===== src/rtl/input_multiplier_pkg.sv =====
// Shared constants for the input-side BCD-to-binary converter: default width,
// digit width, FSM state encoding and a digit-validity helper.
package input_multiplier_pkg;

  localparam int N_DEFAULT = 16;
  localparam int DIGIT_W   = 4;

  typedef enum logic [2:0] {
    S_C3 = 3'd0,
    S_C2 = 3'd1,
    S_C1 = 3'd2,
    S_C0 = 3'd3,
    S_FN = 3'd4
  } state_t;

  function automatic logic is_bcd(input logic [DIGIT_W-1:0] digit);
    return digit <= 4'd9;
  endfunction

endpackage


===== src/rtl/input_multiplier_mul10_add.sv =====
// One Horner step of the conversion: result = acc*10 + digit, truncated to N bits.
module mul10_add
  import input_multiplier_pkg::*;
#(
  parameter int N = N_DEFAULT
) (
  input  logic [N-1:0]       acc,
  input  logic [DIGIT_W-1:0] digit,
  output logic [N-1:0]       result
);

  // x10 as x8 + x2 keeps this a pair of shifts and adders, no multiplier.
  assign result = (acc << 3) + (acc << 1) + {{(N-DIGIT_W){1'b0}}, digit};

endmodule


===== src/rtl/input_multiplier.sv =====
// Sequential BCD-to-binary converter: four digits captured on load, folded MSD first.
// Optional digit validity checking is enabled by defining INPUT_MULTIPLIER_CHECK_EN.
//
// Handshake: load is a single-cycle strobe accepted in any state (a load while busy
// aborts and restarts); done pulses for exactly one cycle with data valid alongside it.
module input_multiplier
  import input_multiplier_pkg::*;
#(
  parameter int N = N_DEFAULT
) (
  input  logic               Clock,
  input  logic               Reset,
  input  logic               load,
  input  logic [DIGIT_W-1:0] bcd0,
  input  logic [DIGIT_W-1:0] bcd1,
  input  logic [DIGIT_W-1:0] bcd2,
  input  logic [DIGIT_W-1:0] bcd3,
  output logic [N-1:0]       data,
  output logic               busy,
  output logic               done,
  output logic               error,
  output logic [2:0]         state_dbg
);

  state_t             state;
  state_t             state_next;
  logic [N-1:0]       acc;
  logic [N-1:0]       step_value;
  logic [DIGIT_W-1:0] d0, d1, d2, d3;
  logic [DIGIT_W-1:0] sel_digit;
  logic               final_bad;

  always_ff @(posedge Clock or posedge Reset) begin
    if (Reset) begin
      state <= S_FN;
    end else begin
      state <= state_next;
    end
  end

  always_comb begin
    state_next = state;
    sel_digit  = '0;
    case (state)
      S_C3: begin sel_digit = d3; state_next = S_C2; end
      S_C2: begin sel_digit = d2; state_next = S_C1; end
      S_C1: begin sel_digit = d1; state_next = S_C0; end
      S_C0: begin sel_digit = d0; state_next = S_FN; end
      default: state_next = S_FN;
    endcase
    if (load) begin
      state_next = S_C3;
    end
  end

  assign busy      = (state != S_FN);
  assign state_dbg = state;

  mul10_add #(.N(N)) u_mul10_add (
    .acc    (acc),
    .digit  (sel_digit),
    .result (step_value)
  );

  always_ff @(posedge Clock or posedge Reset) begin
    if (Reset) begin
      acc  <= '0;
      d0   <= '0;
      d1   <= '0;
      d2   <= '0;
      d3   <= '0;
      data <= '0;
      done <= 1'b0;
    end else begin
      done <= 1'b0;
      if (load) begin
        d0  <= bcd0;
        d1  <= bcd1;
        d2  <= bcd2;
        d3  <= bcd3;
        acc <= '0;
      end else begin
        case (state)
          S_C3, S_C2, S_C1: acc <= step_value;
          S_C0: begin
            data <= final_bad ? '0 : step_value;
            done <= 1'b1;
          end
          default: ;
        endcase
      end
    end
  end

`ifdef INPUT_MULTIPLIER_CHECK_EN
  logic err_flag;
  logic step_bad;

  // sel_digit is zero outside the step states, so step_bad is only live mid-conversion.
  assign step_bad  = !is_bcd(sel_digit);
  assign final_bad = err_flag | step_bad;

  always_ff @(posedge Clock or posedge Reset) begin
    if (Reset) begin
      err_flag <= 1'b0;
      error    <= 1'b0;
    end else if (load) begin
      err_flag <= 1'b0;
      error    <= 1'b0;
    end else begin
      case (state)
        S_C3, S_C2, S_C1: err_flag <= err_flag | step_bad;
        S_C0:             error    <= final_bad;
        default: ;
      endcase
    end
  end
`else
  assign final_bad = 1'b0;
  assign error     = 1'b0;
`endif

endmodule


===== config.mk =====
export PLATFORM = sky130hd
export DESIGN_NAME = input_multiplier
export DESIGN_NICKNAME = d
export VERILOG_FILES = /design/src/rtl/input_multiplier_pkg.sv /design/src/rtl/input_multiplier_mul10_add.sv /design/src/rtl/input_multiplier.sv
export SDC_FILE = /design/constraint.sdc
export NUM_CORES = 1
export LEC_CHECK = 0
export CELL_PAD_IN_SITES_DETAIL_PLACEMENT = 0
export CELL_PAD_IN_SITES_GLOBAL_PLACEMENT = 2
export CORE_MARGIN = 2
export CORE_UTILIZATION = 40
export CTS_BUF_LIST = sky130_fd_sc_hd__clkbuf_4 sky130_fd_sc_hd__clkbuf_8 sky130_fd_sc_hd__clkbuf_16
export DETAILED_ROUTE_END_ITERATION = 8
export DONT_BUFFER_PORTS = 1
export PLACE_DENSITY = 0.82
export SLEW_MARGIN = 20
export SYNTH_ARGS = -nofsm -noshare
export SYNTH_HDL_FRONTEND = slang
export SYNTH_SLANG_ARGS = --single-unit

===== constraint.sdc =====
create_clock -name Clock -period 3.6 [get_ports Clock]
set_input_delay 0 -clock Clock [delete_from_list [all_inputs] [get_ports Clock]]
set_output_delay 0 -clock Clock [all_outputs]
set_load 0.1 [all_outputs]

=== Yosys cells after proc, flatten, opt, wreduce, memory -nomap -nowiden ===
Index checks and enable logic that the tools add are counted.
W data, S select, Z words.

* Register bits after elaboration: 51
* Input port bits: 19
* Output and inout port bits: 22
* Word-level logic and storage cells: 26

* Add/subtract/negate cells: 2
* Eq/ne operators: 4
* Bitwise operators: 1
* Reductions and logical operators: 4
* Mux-type cells: 7

{| class="wikitable"
|+ Operators with widths
! cell !! count
|-
| $mux W15 || 2
|-
| $add A16 B16 Y16 || 1
|-
| $add A16 B4 Y16 || 1
|-
| $pmux W4 S4 || 1
|-
| $pmux W3 S3 || 1
|-
| $eq A3 B2 Y1 const B || 2
|-
| $eq A3 B1 Y1 const B || 1
|-
| $logic_not A3 Y1 || 1
|-
| $mux W3 || 1
|-
| $ne A3 B3 Y1 const B || 1
|-
| $reduce_or A3 Y1 || 1
|-
| $mux W1 || 2
|-
| $reduce_and A2 Y1 || 1
|-
| $reduce_bool A2 Y1 || 1
|-
| $not A1 Y1 || 1
|}

=== Longest topological paths before layout ===
* Word-level depth: 5
* Gate-level depth with buffers: 13
* Depth with buffers taken out: 12

=== By module ===
From an unflattened synthesis, not the netlist that was laid out.

* Cell total of the unflattened synthesis: 274
* Area total of the unflattened synthesis: 3249.4 µm²

{| class="wikitable"
|+ By module, submodules not included
! module !! area each (µm²) !! times used !! seq. area each (µm²) !! cells each
|-
| input_multiplier || 2356.0 || 1 || 1302.5 || 162
|-
| mul10_add || 893.4 || 1 || 0.0 || 112
|}

=== Worst setup path after synthesis ===
OpenSTA, ideal clock, no wires.

* Path kind: register to register
* Start point: reg state[1], in the netlist state_dbg[1]
* End point: reg data[12]
* Arrival: 3.779 ns
* Path buffers: 1
* Cell stages (with the launch flop): 14
* Library setup time: 0.069 ns
* Path slack: -0.248 ns
* Data required time: 3.531 ns
* Clock period less this slack: 3.848 ns
* Path through: dfrtp_1 > buf_2 > mux4_2 > nor2b_1 > ha_1 > ha_1 > inv_1 > fa_1 > nand2b_1 > a21o_2 > nand2_2 > a221o_1 > or4_1 > nand3_1

* Word-level cells in the longest chain between the ends: 3
* Elaborated cells between the ends (all ways): 7
* Those cells by class: add/sub: 1; eq/ne: 3; mux: 1; reduce/logical: 2

{| class="wikitable"
|+ RTL lines
! what !! line !! source
|-
| start, declared || input_multiplier.sv:25 || <nowiki>state_t state;</nowiki>
|-
| start signal, assigned || input_multiplier.sv:37 || <nowiki>state <= state_next;</nowiki>
|-
| $eq A3 B2 Y1, or another cell as far along || input_multiplier.sv:44, input_multiplier.sv:83 ||
|-
| $pmux W4 S4 || input_multiplier.sv:44 || <nowiki>case (state)</nowiki>
|-
| $add A16 B4 Y16 || input_multiplier_mul10_add.sv:13 || <nowiki>assign result = (acc << 3) + (acc << 1) + {{(N-DIGIT_W){1'b0}}, digit};</nowiki>
|-
| end signal, assigned || input_multiplier.sv:86 || <nowiki>data <= final_bad ? '0 : step_value;</nowiki>
|-
| end, declared || input_multiplier.sv:18 || <nowiki>output logic [N-1:0] data,</nowiki>
|}

Several ways; a longest one is shown, not always the timed one.
A chain may end at the register's enable or synchronous reset.

=== Worst setup path in the final report ===
* Start point: reg state[0], in the netlist state_dbg[0]
* End point: reg data[12]

The elaborated chain is that of the path after synthesis.

==> impl_metrics.env <==
export IMPL_fin_crit_ns=3.31
export IMPL_postRouteAntennaNets=0
export IMPL_synth_area_leaders="dfrtp_1 (44%), ha_1 (11%), mux2_2 (6.3%)"
export IMPL_relSlewSlack=0.365
export IMPL_min_period_over_period=0.920
export IMPL_busiest_layer="met2"
export IMPL_p_int_mw=1.31
export IMPL_power_frac_seq=0.521
export IMPL_status="completed"
export IMPL_wl_per_cell_microns=15.3
export IMPL_die_area_sq_mm=0.00782
export IMPL_pre_cts_ws_ns=0.311
export IMPL_drv_slew=0
export IMPL_fmax_ghz=0.302
export IMPL_cap_violations=0
export IMPL_grt_overflow_total=0
export IMPL_crit_path_start="state_dbg[0]"
export IMPL_synthCells=276
export IMPL_synth_async_reset_ratio=1.00
export IMPL_drive_gt1_frac=0.139
export IMPL_synth_compound_area_frac=0.118
export IMPL_seq_area_sq_mm=0.00128
export IMPL_fin_nets=342
export IMPL_clk_pin_slew_ns=0.10
export IMPL_fp_dieW_microns=88.4
export IMPL_grt_start_max_net_pins=52
export IMPL_grtUsageMet2=0.279
export IMPL_clock_latency_ns=0.30
export IMPL_multi_input_comb_area_sq_mm=0.00149
export IMPL_worstSetupPathType="register to register"
export IMPL_path_cells="buf_4, mux4_2, nor2b_1, ha_1, ha_1, inv_1, fa_1, nand2b_1, a21o_2, nand2_2, a221o_1, or4_1, nand3_1"
export IMPL_switching_share=0.531
export IMPL_end_kind="register"
export IMPL_synth_edf_count=0
export IMPL_synth_top_flop_cell="dfrtp_1"
export IMPL_drt_first_pass_iters=4
export IMPL_grt_first_pass_wirelength_microns=10100
export IMPL_yosys_warnings=0
export IMPL_critPathLaunchType="register"
export IMPL_antenna_found_initial=0
export IMPL_finalSetupTns_ns=0
export IMPL_port_buffers=0
export IMPL_placedCellCount=366
export IMPL_yosysTopAreaCellShare=0.439
export IMPL_slowest_delay_ns=0.49
export IMPL_crit_path_max_fanout=8
export IMPL_yosys_area_share_simple=0.139
export IMPL_ys_ff_latch=51
export IMPL_grt_use_total=0.165
export IMPL_synth_mux_area_fraction=0.0983
export IMPL_cts_setup_buffers=0
export IMPL_synth_common_cells="dfrtp_1 (50), nand2_1 (40), ha_1 (26)"
export IMPL_rows=30
export IMPL_area_delta_synth_final_pct=14.4
export IMPL_setup_viol=0
export IMPL_synth_fa_ha_area_frac=0.128
export IMPL_finalWorstSetupSlack_ns=0.289
export IMPL_cpMostUsedCell="ha_1"
export IMPL_skew_ns=0.0126
export IMPL_start_util=0.417
export IMPL_htreeDepth=2
export IMPL_power_density_mw_per_mm2=853
export IMPL_synth_cell_types=39
export IMPL_rsz0062_at_grt="false"
export IMPL_hold_violations=0
export IMPL_antenna_cells=0
export IMPL_syn_area_per_cell_sq_um=10.3
export IMPL_fin_total_pwr_mw=2.78
export IMPL_die_h_microns=88.4
export IMPL_tightest_slew_ns=0.953
export IMPL_required_ns=3.85
export IMPL_holdWs_ns=0.0248
export IMPL_fin_cells=392
export IMPL_cts_sinks=51
export IMPL_ys_seq_area_frac=0.448
export IMPL_pwr_share_clk=0.148
export IMPL_num_io_pins=41
export IMPL_hp_class="primary input to register"
export IMPL_ir_drop_mv=0.532
export IMPL_hold_buffers=18
export IMPL_synth_top_area_cell="dfrtp_1"
export IMPL_drc=0
export IMPL_use_met3=0.0345
export IMPL_vias_per_cell=5.22
export IMPL_syn_nets=323
export IMPL_cts_resized=0
export IMPL_cts_buffers=5
export IMPL_cts_tree="done"
export IMPL_coreArea_sq_mm=0.00683
export IMPL_grt_use_met1=0.219
export IMPL_power_leakage_nw=1.50
export IMPL_synth_xor_area_frac=0.0369
export IMPL_grt_pass1_vias=2097
export IMPL_drt_wl_total_microns=6010
export IMPL_crit_slowest_cell="or4_1"
export IMPL_worstPathArrival_ns=3.56
export IMPL_root_buffer="clkbuf_8"
export IMPL_combPwrFrac=0.332
export IMPL_fillCellCount=657
export IMPL_synth_most_common_cell="dfrtp_1"
export IMPL_hold_start="load"
export IMPL_dp_hpwl_microns=4270
export IMPL_clockBufferDepth=2
export IMPL_first_iter_violations=119
export IMPL_vias=2048
export IMPL_synth_top_family_by_area="simple AND/OR/NAND/NOR gates"
export IMPL_syn_area_sq_mm=0.00285
export IMPL_power_switching_mw=1.48
export IMPL_finalWeightedCongestion=0.772
export IMPL_r2r_start="state_dbg[0]"
-- power groups by stage --
| stage | clock network (mW) | registers, mW | logic, mW |
|---|---|---|---|
| 2_1_floorplan | 0 | 1.44 | 0.719 |
| 3_3_place_gp | 0 | 1.46 | 0.902 |
| 3_5_place_dp | 0 | 1.47 | 0.910 |
| 4_1_cts | 0.427 | 1.45 | 0.937 |
| 5_1_grt | 0.446 | 1.48 | 1.07 |
| 6_report | 0.410 | 1.45 | 0.923 |
-- critical path, delay by kind of cell (launching register included) --
family / cells / cell delay (ns)
simple gates: 5 / 0.92
fa+ha+maj: 3 / 0.56
compound gates: 2 / 0.52
flops: 1 / 0.48
buf+inv: 2 / 0.41
mux: 1 / 0.35
-- area by class of cell --
| type | instances | share of cell area |
|---|---|---|
| Inverter | 9 | 0.0104 |
| Clock inverter | 3 | 0.0146 |
| Clock buffer | 5 | 0.0211 |
| Timing Repair Buffer | 24 | 0.0690 |
| Tap cell | 96 | 0.0368 |
| Multi-Input combinational cell | 204 | 0.456 |
| Sequential cell | 51 | 0.392 |
-- metrics by stage --
step	utilization	instance area, sq um
2_1_floorplan	-	2850
3_3_place_gp	0.434	2970
3_5_place_dp	0.434	2970
4_1_cts	0.477	3260
5_1_grt	0.477	3260
6_report	0.477	3260
-- layer usage --
metal | routed length [microns] | vias up
met1 | 2760 | 991
met3 | 206 | 6
li1 | - | 1017
met4 | 65 | 0
met2 | 2980 | 34
met5 | 0 | -
-- kinds of logic after synthesis --
logic type	after synthesis
AOI/OAI and AO/OA	58
adders and majority gates	28
muxes	21
DFF	51
buffers and inverters	21
other	1
and+or+nand+nor	84
xor gates and xnor gates	12
-- flip-flops by register name, summed over array words and instances (netlist names) --
signal	count
d0	4
d2	4
acc	15
done	1
data	16
state_dbg	3
d3	4
d1	4
-- final timing paths --
kind	to	slack, ns	cells past startpoint
setup / recovery	data[12]	0.29	13
hold / removal	acc[11]	0.02	3
setup reg to reg	data[12]	0.29	13
hold reg to reg	d0[1]	0.51	1
max in group asynchronous	state_dbg[1]	2.81	3
min in group asynchronous	data[3]	0.32	3
-- placed cells by master (no fill, tap or decap), drive strengths merged, types with 2 or more instances in the layout --
cell | synthesis | routed
a21o | 4 | 4
a21oi | 18 | 18
a22o | 2 | 2
a31oi | 3 | 3
and3 | 2 | 2
buf | 5 | 6
clkbuf | 7 | 5
clkinv | 1 | 2
dfrtp | 50 | 50
dlygate4sd3 | 0 | 18
fa | 2 | 2
ha | 26 | 26
inv | 8 | 9
mux2 | 16 | 16
mux4 | 4 | 4
nand2 | 41 | 41
nand2b | 4 | 4
nand3 | 9 | 9
nand4 | 7 | 7
nor2 | 8 | 8
nor2b | 2 | 2
nor3 | 5 | 5
o21ai | 25 | 25
o31ai | 2 | 2
or4 | 4 | 4
xnor2 | 5 | 5
xor2 | 7 | 7
Note: power is estimated with default switching activity, not from simulation.
